--- src/rtl/mem_bus_pkg.sv ---
// mem_bus_pkg: FSM encoding, command bundle and default sizes
// shared by the memory bus initiator and its command FIFO.
package mem_bus_pkg;

  localparam int FIFO_DEPTH_DEF = 4;
  localparam int TIMEOUT_DEF    = 256;

  typedef enum logic [1:0] {
    IDLE = 2'd0,
    REQ  = 2'd1,
    RESP = 2'd2,
    GAP  = 2'd3
  } state_e;

  typedef struct packed {
    logic        write;
    logic        instr;
    logic [31:0] addr;
    logic [31:0] wdata;
    logic [3:0]  wstrb;
  } cmd_t;

  function automatic logic is_aligned(
    input logic [31:0] a
  );
    return a[1:0] == 2'b00;
  endfunction

endpackage

--- src/rtl/mem_bus_cmd_fifo.sv ---
// mem_bus_cmd_fifo: DEPTH-entry command queue (power of 2).
// Ports: clk, resetn, push_i/din_i, pop_i/dout_o, full_o, empty_o.
module mem_bus_cmd_fifo
  import mem_bus_pkg::*;
#(
  parameter int DEPTH = FIFO_DEPTH_DEF
) (
  input  logic clk,
  input  logic resetn,
  input  logic push_i,
  input  cmd_t din_i,
  input  logic pop_i,
  output cmd_t dout_o,
  output logic full_o,
  output logic empty_o
);

  localparam int AW = $clog2(DEPTH);

  cmd_t          mem_q [DEPTH];
  logic [AW-1:0] wr_q, wr_d;
  logic [AW-1:0] rd_q, rd_d;
  logic [AW:0]   cnt_q, cnt_d;
  logic          do_push;
  logic          do_pop;

  assign full_o  = cnt_q == (AW+1)'(DEPTH);
  assign empty_o = cnt_q == '0;
  assign do_push = push_i && !full_o;
  assign do_pop  = pop_i && !empty_o;
  assign dout_o  = mem_q[rd_q];

  always_ff @(posedge clk) begin
    if (do_push) mem_q[wr_q] <= din_i;
  end

  // Pointers wrap for free because DEPTH is a power of 2.
  always_comb begin
    wr_d  = do_push ? wr_q + AW'(1) : wr_q;
    rd_d  = do_pop ? rd_q + AW'(1) : rd_q;
    cnt_d = cnt_q;
    unique case ({do_push, do_pop})
      2'b10:   cnt_d = cnt_q + (AW+1)'(1);
      2'b01:   cnt_d = cnt_q - (AW+1)'(1);
      default: cnt_d = cnt_q;
    endcase
  end

  always_ff @(posedge clk or negedge resetn) begin
    if (!resetn) begin
      wr_q  <= '0;
      rd_q  <= '0;
      cnt_q <= '0;
    end else begin
      wr_q  <= wr_d;
      rd_q  <= rd_d;
      cnt_q <= cnt_d;
    end
  end

endmodule

--- src/rtl/mem_bus_initiator.sv ---
// mem_bus_initiator: queues cmd_* requests, runs them one at a time on the
// mem_* bus with timeout/misalignment errors, returns results on rsp_*.
module mem_bus_initiator
  import mem_bus_pkg::*;
#(
  parameter int FIFO_DEPTH = FIFO_DEPTH_DEF,
  parameter int TIMEOUT    = TIMEOUT_DEF
) (
  input  logic        clk,
  input  logic        resetn,
  input  logic        cmd_valid,
  output logic        cmd_ready,
  input  logic        cmd_write,
  input  logic        cmd_instr,
  input  logic [31:0] cmd_addr,
  input  logic [31:0] cmd_wdata,
  input  logic [3:0]  cmd_wstrb,
  output logic        mem_valid,
  output logic        mem_instr,
  input  logic        mem_ready,
  output logic [31:0] mem_addr,
  output logic [31:0] mem_wdata,
  output logic [3:0]  mem_wstrb,
  input  logic [31:0] mem_rdata,
  output logic        rsp_valid,
  input  logic        rsp_ready,
  output logic [31:0] rsp_rdata,
  output logic        rsp_err
);

  localparam int CW = $clog2(TIMEOUT + 1);

  state_e        state_q, state_d;
  cmd_t          in_cmd, head;
  cmd_t          cur_q, cur_d;
  logic [CW-1:0] cnt_q, cnt_d;
  logic [31:0]   rdata_q, rdata_d;
  logic          err_q, err_d;
  logic          rdy_q;
  logic          full, empty;
  logic          push, pop;
  logic          tmo;

  // rdy_q holds cmd_ready low through reset and the first edge after it.
  assign cmd_ready = rdy_q && !full;
  assign push      = cmd_valid && cmd_ready;
  assign pop       = (state_q == IDLE) && !empty;
  assign tmo       = cnt_q == CW'(TIMEOUT - 1);

  assign in_cmd = '{
    write: cmd_write,
    instr: cmd_instr,
    addr:  cmd_addr,
    wdata: cmd_wdata,
    wstrb: cmd_wstrb
  };

  mem_bus_cmd_fifo #(
    .DEPTH(FIFO_DEPTH)
  ) u_fifo (
    .clk    (clk),
    .resetn (resetn),
    .push_i (push),
    .din_i  (in_cmd),
    .pop_i  (pop),
    .dout_o (head),
    .full_o (full),
    .empty_o(empty)
  );

  always_ff @(posedge clk or negedge resetn) begin
    if (!resetn) begin
      state_q <= IDLE;
      cur_q   <= '0;
      cnt_q   <= '0;
      rdata_q <= '0;
      err_q   <= 1'b0;
      rdy_q   <= 1'b0;
    end else begin
      state_q <= state_d;
      cur_q   <= cur_d;
      cnt_q   <= cnt_d;
      rdata_q <= rdata_d;
      err_q   <= err_d;
      rdy_q   <= 1'b1;
    end
  end

  always_comb begin
    state_d = state_q;
    cur_d   = cur_q;
    cnt_d   = cnt_q;
    rdata_d = rdata_q;
    err_d   = err_q;
    unique case (state_q)
      IDLE: if (!empty) begin
        cur_d       = head;
        cur_d.wstrb = head.write ? head.wstrb : 4'h0;
        cnt_d       = '0;
        rdata_d     = '0;
        err_d       = !is_aligned(head.addr);
        state_d     = is_aligned(head.addr) ? REQ : RESP;
      end
      REQ: if (mem_ready) begin
        rdata_d = cur_q.write ? '0 : mem_rdata;
        state_d = RESP;
      end else begin
        cnt_d = cnt_q + CW'(1);
        if (tmo) begin
          err_d   = 1'b1;
          state_d = RESP;
        end
      end
      RESP: if (rsp_ready) state_d = GAP;
      GAP:  state_d = IDLE;
      default: state_d = IDLE;
    endcase
  end

  always_comb begin
    mem_valid = state_q == REQ;
    mem_instr = cur_q.instr;
    mem_addr  = cur_q.addr;
    mem_wdata = cur_q.wdata;
    mem_wstrb = cur_q.wstrb;
    rsp_valid = state_q == RESP;
    rsp_rdata = rdata_q;
    rsp_err   = err_q;
  end

endmodule
--- config.mk ---
export PLATFORM = sky130hd
export DESIGN_NAME = mem_bus_initiator
export DESIGN_NICKNAME = d
export VERILOG_FILES = /design/src/rtl/mem_bus_pkg.sv /design/src/rtl/mem_bus_cmd_fifo.sv /design/src/rtl/mem_bus_initiator.sv
export SDC_FILE = /design/constraint.sdc
export NUM_CORES = 1
export LEC_CHECK = 0
export ABC_AREA = 1
export CAP_MARGIN = 30
export CORE_MARGIN = 5
export CORE_UTILIZATION = 38
export CTS_CLUSTER_SIZE = 30
export DETAILED_ROUTE_END_ITERATION = 7
export PLACE_DENSITY = 0.56
export SYNTH_ARGS = -nofsm -noshare
export SYNTH_HDL_FRONTEND = slang
export SYNTH_SLANG_ARGS = --single-unit
export TNS_END_PERCENT = 20
--- constraint.sdc ---
create_clock -name clk -period 5.7 [get_ports clk]
set_input_delay 1.14 -clock clk [delete_from_list [all_inputs] [get_ports clk]]
set_output_delay 1.14 -clock clk [all_outputs]
set_load 0.01 [all_outputs]
### After elaboration in Yosys (flattened, before gate mapping)

Memories as Yosys holds them, arrays and structs flattened.
Index checks and enable logic that the tools add are counted.

* memories: 1
* word-level logic and storage cells: 72
* flip-flop bits (word level): 122
* memory bits (writable): 280
* output and inout port bits: 105

* bitwise logic cells: 1
* eq/ne operators: 13
* reduce and logical (&&, ||, !) cells: 18
* mux-type cells: 21
* add/sub/neg operators: 5

Memory list
* u_fifo.mem_q: words 4, width 70, read ports 1, clocked after Yosys merged registers in 0, wr ports 1, line mem_bus_cmd_fifo.sv:20 `cmd_t mem_q [DEPTH];`

Operators by type and width (number)
* $mux 32: 3
* $pmux 32 s2: 1
* $mux 9: 2
* $pmux 9 s2: 1
* $mux 2: 5
* $add 9x1->9 const B: 1
* $eq 9x8->1 const B: 1
* $reduce_and 3->1: 3
* $pmux 2 s4: 1
* $eq 2x2->1 const B: 3
* $ne 2x1->1 const B: 3
* $pmux 3 s2: 1
* $logic_and 1x1->1: 5
* $mux 1: 5
* $add 2x1->2 const B: 2
* $eq 2x1->1 const B: 2
* $logic_not 2->1: 2
* $mux 4: 1
* $ne 2x2->1 const B: 2
* $reduce_and 4->1: 1
* $reduce_bool 2->1: 2
* $add 3x1->3 const B: 1
* $eq 3x3->1 const B: 1
* $logic_not 1->1: 3
* other kinds (6): 6

### Longest topological paths before layout

Gate-level depths: netlist of run 1.

* depth after elaboration: 7
* gate-level depth with buffers: 12
* gate-level depth less buffers: 12

### Cells and area by module

Synthesis of run 1 repeated with hierarchy kept, for this count alone.

* cells, all modules: 1485
* area, all modules: 17128.9 sq um

Modules (own cells, without submodules)
* mem_bus_cmd_fifo: area an instance 11847.6 sq um, cells each 878, times used 1
* mem_bus_initiator: area an instance 5281.3 sq um, cells each 607, times used 1

### Least setup slack after synthesis of run 1

Ideal clock, no wire load.

* path kind: input to register
* from: input cmd_valid
* to: memory u_fifo.mem_q[0][0] in the netlist's numbering, enable pin
* path slack: 0.932 ns
* cell stages on the path: 2
* required time: 5.201 ns
* path buffers: 0
* library setup time: 0.499 ns
* arrival time: 4.270 ns
* cells stage by stage: nand2_1 -> nor2_1

* longest elaborated chain between the ends: 4

RTL lines
* start: declaration: line mem_bus_initiator.sv:11 `input logic cmd_valid,`
* $logic_and 1x1->1: line mem_bus_initiator.sv:46 `assign push = cmd_valid && cmd_ready;`
* $logic_and 1x1->1: line mem_bus_cmd_fifo.sv:29 `assign do_push = push_i && !full_o;`
* $mux 1: line mem_bus_cmd_fifo.sv:34 `if (do_push) mem_q[wr_q] <= din_i;`
* $mux 1 (implied by the code): line mem_bus_cmd_fifo.sv:34
* end: declaration: line mem_bus_cmd_fifo.sv:20

Every way passes these cells.

### Final worst setup path of run 1

* from: register state_q[1]
* to: output mem_valid

* longest elaborated chain between the ends: 1

RTL lines
* start: declaration: line mem_bus_initiator.sv:33 `state_e state_q, state_d;`
* start signal: assignment: line mem_bus_initiator.sv:80 `state_q <= state_d;`
* $eq 2x1->1: line mem_bus_initiator.sv:121 `mem_valid = state_q == REQ;`
* end: declaration: line mem_bus_initiator.sv:18 `output logic mem_valid,`

Every way passes these cells.

==> summary.txt, run 1 <==
Outcome - completed
Die area - 46250 um^2
Post-route DRC violation count - 0
CP endpoint kind - output pin
First-pass GRT wire length - 58040 um
Die width - 215.1 um
Synth Area per Inst - 11.89 um^2
H-tree levels - 2
Chip Height - 215.1 um
Resize count post-CTS - 0
Antenna violations before repair - 0
Gpl congestion - 0.7510
Setup TNS - 0 ps
Arr. time, crit path - 1990 ps
Gr usage total - 15.76%
R2R depth - 6
Drt total wl - 36920 um
Mean routed wirelength per cell - 17.96 um
MaxCap Viol Count - 0
Post-Synth Adder-Cell Area - 0.9866%
Vias in the first global route - 9882
Setup repair bufs after CTS - 0
Hold path depth - 2
Largest net degree at the start of global routing - 92
Clock skew - 21.83 ps
Gate Count Post-Synth - 1344
Critical path fanouts, max - 7
Layout area overhead - 22.54%
RSZ-0062 raised after global routing - false
CTS Hold Buffers Added - 0
Initial Utilization - 38.27%
CTS Buf Count - 44
R2R Setup Slk - 2990 ps
Root buf cell - clkbuf_16
Hold Path End - rsp_rdata[13]
Slew Limit Fails - 0
CTS max path bufs - 3
Worst R2R End - mem_wstrb[1]
Worst endpoint required time - 4560 ps
Simple-gate portion of the synthesized area - 12.54%
Xor-xnor portion of the synthesized cell area - 0.2192%
Row cnt - 75
Vias per cell - 4.821
# port buffers - 211
CTS tree - done
Vias - 9907
Synth cell types - 35
Synth warn - 0
DR pass1 iterations - 5
Final hold vios - 0
Startpoint class of the critical path - flip-flop
Fin crit share - 54.93%
Dpl hpwl - 21850 um
Iter 0 DRT Violations - 678
Pwr Density - 529.9 nW/um^2
Final ANT Viol Nets - 0
Synth Net Count - 1463
Clock Sinks - 402
Clock slew at the register clock pins of the worst setup and hold paths - 60 ps
Slew headroom - 39.66%
Clk_lat worst skew - 560 ps
# setup viols final - 0
Worst Hold Class - reg2reg
Worst setup path category - reg2out
Fmax - 0.3194 GHz
Worst flop-to-flop path startpoint - u_fifo.rd_q[0]
Share of synthesized registers carrying an async set or reset - 30.35%
Share of cells above drive strength 1 - 6.799%
Leakage - 7.059 nW
Ys flop type - edfxtp_1
Crit path time final - 3131 ps
Core ar. - 41760 um^2
Startpoint of the lowest-slack hold path - rsp_rdata[13]
Compound-Gate Fraction of Synth Area - 8.159%
Max VDD drop - 0.2458 mV
Part of the Yosys area used for sequential elements - 71.73%
Largest family of logic cells by synthesized area - simple AND/OR/NAND/NOR gates
Post-synthesis mux area share - 0.07047%
Nets - 1599
#FFs+latches synth - 402
Grt ovf - 0
Boundary pin count - 212
Fin util - 46.89%
Post-Syn Area - 15980 um^2
Worst slew pin tran - 902.9 ps
Number of flops mapped to enable cells by yosys - 280
placed cells by master (no fill, tap or decap), types with 6 or more instances in the layout:
| cell | synthesis | final |
|---|---|---|
| clkinv_2 | 0 | 10 |
| clkinv_1 | 0 | 8 |
| o21ai_1 | 27 | 27 |
| dfrtp_1 | 122 | 120 |
| edfxtp_1 | 280 | 280 |
| clkdlybuf4s50_1 | 0 | 210 |
| nand3_1 | 18 | 18 |
| clkbuf_1 | 17 | 11 |
| ha_1 | 11 | 11 |
| clkbuf_16 | 0 | 44 |
| o21ai_0 | 146 | 146 |
| nor2_1 | 346 | 342 |
| buf_16 | 0 | 6 |
| inv_1 | 23 | 23 |
| nand2_1 | 139 | 139 |
| a31oi_1 | 63 | 63 |
| buf_4 | 73 | 10 |
layout make-up:
cell class	count	area, um^2
diodes	1	2.502
repair buffers	229	2394
fillers	3727	22180
flip-flops and latches	402	11470
multi-input cells	776	3545
inverters	27	106.4
clock buffers	56	1156
well taps	539	674.4
clock inverters	25	234.0
stage by stage:
step           instances  worst slack [ps]  power, mW  hold slack [ps]  cell area (um^2)
6_report            2055              2569      10.38            483.6             19580
5_1_grt             2054              2466      11.08            498.7             19580
4_1_cts             2051              2518      10.48            467.2             19500
3_5_place_dp        1970              2116      7.687            472.9             18110
3_3_place_gp        1966              2108      7.573            465.8             18000
2_1_floorplan       1344             931.6      6.541            454.2             15980
cell usage after synthesis, types with 3 or more instances:
cell type	count	share of area, %
o21ai_0	146	4.6
a31oi_1	63	2.5
clkbuf_1	17	0.40
nand2_1	139	3.3
nor2_2	3	0.12
nor2_1	346	8.1
o21ai_1	27	0.85
dfrtp_1	122	19
edfxtp_1	280	53
xor2_1	3	0.16
ha_1	11	0.86
buf_4	73	3.4
nand3_1	18	0.56
inv_2	3	0.070
buf_6	7	0.49
inv_1	23	0.54
buf_2	39	1.2
where the power goes:
group          total, mW  switching [mW]  internal [mW]
clock network       2.75            1.13           1.62
registers           4.16           0.397           3.76
logic               3.46            2.01           1.45
critical path, stage by stage (launching register included):
cell and delay, ps:
dfrtp_1 400, inv_1 110, ha_1 330, clkdlybuf4s50_1 610
kinds of logic after synthesis:
kind of cell / after synthesis
flip-flops: 402
AND/OR/NAND/NOR: 516
other: 1
adder cells (fa/ha/maj): 12
XOR/XNOR: 4
AO/OA/AOI/OAI: 242
multiplexers: 1
buffers and inverters: 166
routing by layer:
layer  track usage (%)  share of wire (%)
met4             4.438                2.0
met5                 0                  0
met2             25.26                 46
met3             3.237                5.3
met1             22.04                 47
sequential cells by signal (all words and copies together) (netlist names), 2 cells and up:
name and flops:
rsp_rdata 32, u_fifo.wr_q 2, cnt_q 9, mem_addr 32, state_q 2, u_fifo.mem_q 280, mem_wstrb 4, u_fifo.cnt_q 3
u_fifo.rd_q 2, mem_wdata 32
worst max-delay path by stage:
stage | end | slack [ps] | from | cells past startpoint
finish | mem_valid | 2570 | state_q[1] | 3
global route | mem_valid | 2470 | state_q[1] | 3
CTS | mem_valid | 2520 | state_q[1] | 3
detailed placement | u_fifo.mem_q[2][20] | 2120 | cmd_valid | 4
global placement | u_fifo.mem_q[2][20] | 2110 | cmd_valid | 4
floorplan | u_fifo.mem_q[0][0] | 930 | cmd_valid | 2
Power figures use the tool's default switching activity.
==> run 2: changes to the inputs <==
- clock period: 5.7 -> 2.92 ns (I/O delays scaled with it)
==> summary.txt, run 2 (same netlist as run 1, synthesis figures left out) <==
Outcome - completed
Final hold vios - 0
Reg with most FFs - u_fifo.mem_q
Fin crit share - 88.05%
Critical path fanouts, max - 7
Vias - 10.04k
Worst slew pin tran - 675.9 ps
Worst Hold Class - in2async
CP endpoint kind - output pin
DR pass1 iterations - 6
CTS max path bufs - 3
Row cnt - 75
Die area - 46250 um^2
Gpl congestion - 0.7760
Root buf cell - clkbuf_16
Commonest non-fill, non-tap cells in the layout - 342 x nor2_1, 280 x edfxtp_1, 210 x clkdlybuf4s50_1, 146 x o21ai_0, 139 x nand2_1
Slew Limit Fails - 0
Crit path time final - 2571 ps
Final worst-path setup slack - 349.0 ps
Setup TNS - 0 ps
Antenna fix cells - 0
Worst flop-to-flop path startpoint - state_q[0]
Max VDD drop - 0.5793 mV
Mean routed wirelength per cell - 17.97 um
Iter 0 DRT Violations - 693
CTS Hold Buffers Added - 0
Vias per cell - 4.880
CTS Buf Count - 43
First-pass GRT wire length - 58350 um
R2R Setup Slk - 590 ps
Nets - 1603
Resize count post-CTS - 0
Number of fill cells in the layout - 3776
Worst setup path category - reg2out
RSZ-0062 raised after global routing - false
Dpl hpwl - 21900 um
Chip Height - 215.1 um
CTS tree - done
Worst endpoint required time - 2340 ps
Final ANT Viol Nets - 0
Initial Utilization - 38.27%
Startpoint class of the critical path - flip-flop
Slew headroom - 54.94%
# setup viols final - 0
Setup repair bufs after CTS - 0
Core ar. - 41760 um^2
MaxCap Viol Count - 0
Clock Sinks - 402
Largest net degree at the start of global routing - 143
Antenna violations before repair - 2
Clock skew - 15.30 ps
Grt ovf - 0
Leakage - 7.104 nW
Commonest non-fill, non-tap cell in the layout - nor2_1
Dpl ws - 561.3 ps
Vias in the first global route - 10.07k
Share of cells above drive strength 1 - 7.373%
Worst R2R End - u_fifo.cnt_q[2]
Drt total wl - 36980 um
Arr. time, crit path - 1990 ps
Gr usage total - 15.90%
H-tree levels - 2
Number of flip-flops in the largest register - 280
Die width - 215.1 um
Pwr Density - 1045 nW/um^2
Fmax - 0.3890 GHz
Clock slew at the register clock pins of the worst setup and hold paths - 60 ps
Boundary pin count - 212
# port buffers - 211
Layout area overhead - 23.22%
Clk_lat worst skew - 560 ps
Post-route DRC violation count - 0
R2R depth - 9
## run 2: changes by cell type in the layout (fill, tap and decap cells not counted), sizes merged
cell,delta
buf,+5
inv,-1
clkinvlp,+2
bufinv,+4
clkinv,-6
diode,-1
## run 2: metrics by stage
| step | hold slack [ps] | power [mW] | instance area, um^2 | util, % | cells |
|---|---|---|---|---|---|
| 2_1_floorplan | 288.4 | 12.75 | 15990 | - | 1344 |
| 3_3_place_gp | 466.0 | 14.98 | 18180 | 43.54 | 1978 |
| 3_5_place_dp | 471.9 | 15.09 | 18180 | 43.54 | 1978 |
| 4_1_cts | 45.17 | 20.90 | 19690 | 47.15 | 2058 |
| 5_1_grt | 88.99 | 21.97 | 19690 | 47.15 | 2058 |
| 6_report | 47.73 | 20.58 | 19690 | 47.15 | 2058 |
## run 2: area by class of cell
cell class / instances / area, um^2 / area share [%]
Clock buffer: 56 / 1145 / 5.814
Clock inverter: 24 / 365.4 / 1.856
Inverter: 27 / 106.4 / 0.5401
Multi-Input combinational cell: 776 / 3545 / 18.00
Sequential cell: 402 / 11470 / 58.25
Tap cell: 539 / 674.4 / 3.425
Timing Repair Buffer: 234 / 2386 / 12.12
## run 2: worst max-delay path, cell delays in order (launching register included)
cell,delay [ps]
dfrtp_1,390
inv_1,100
ha_1,340
clkdlybuf4s50_1,600
## run 2: how the worst max path moves through the flow
stage                               start            endpoint  slack (ps)  cells after the start
after global routing           state_q[1]           mem_valid         240                      3
final                          state_q[1]           mem_valid         350                      3
after global placement          cmd_valid     u_fifo.cnt_q[2]         520                      7
after floorplan           u_fifo.cnt_q[0]  u_fifo.mem_q[0][0]        -510                      4
after detailed placement        cmd_valid     u_fifo.cnt_q[2]         560                      7
after CTS                      state_q[1]           mem_valid         290                      3
## run 2: power by group
group / switching (mW) / total, mW / internal [mW]
combinational: 4.00 / 6.78 / 2.78
clock: 2.24 / 5.74 / 3.51
sequential: 0.707 / 8.05 / 7.35
total: 6.94 / 20.6 / 13.6
## run 2: per-layer routing
layer	part of all wire (%)	up-vias	GRT usage, %	routed length [um]
li1	-	4826	-	-
met1	47	4890	22.31	17260
met2	46	277	25.34	16990
met3	5.6	47	3.504	2057
met4	1.7	4	4.224	635
met5	0.087	-	0	32
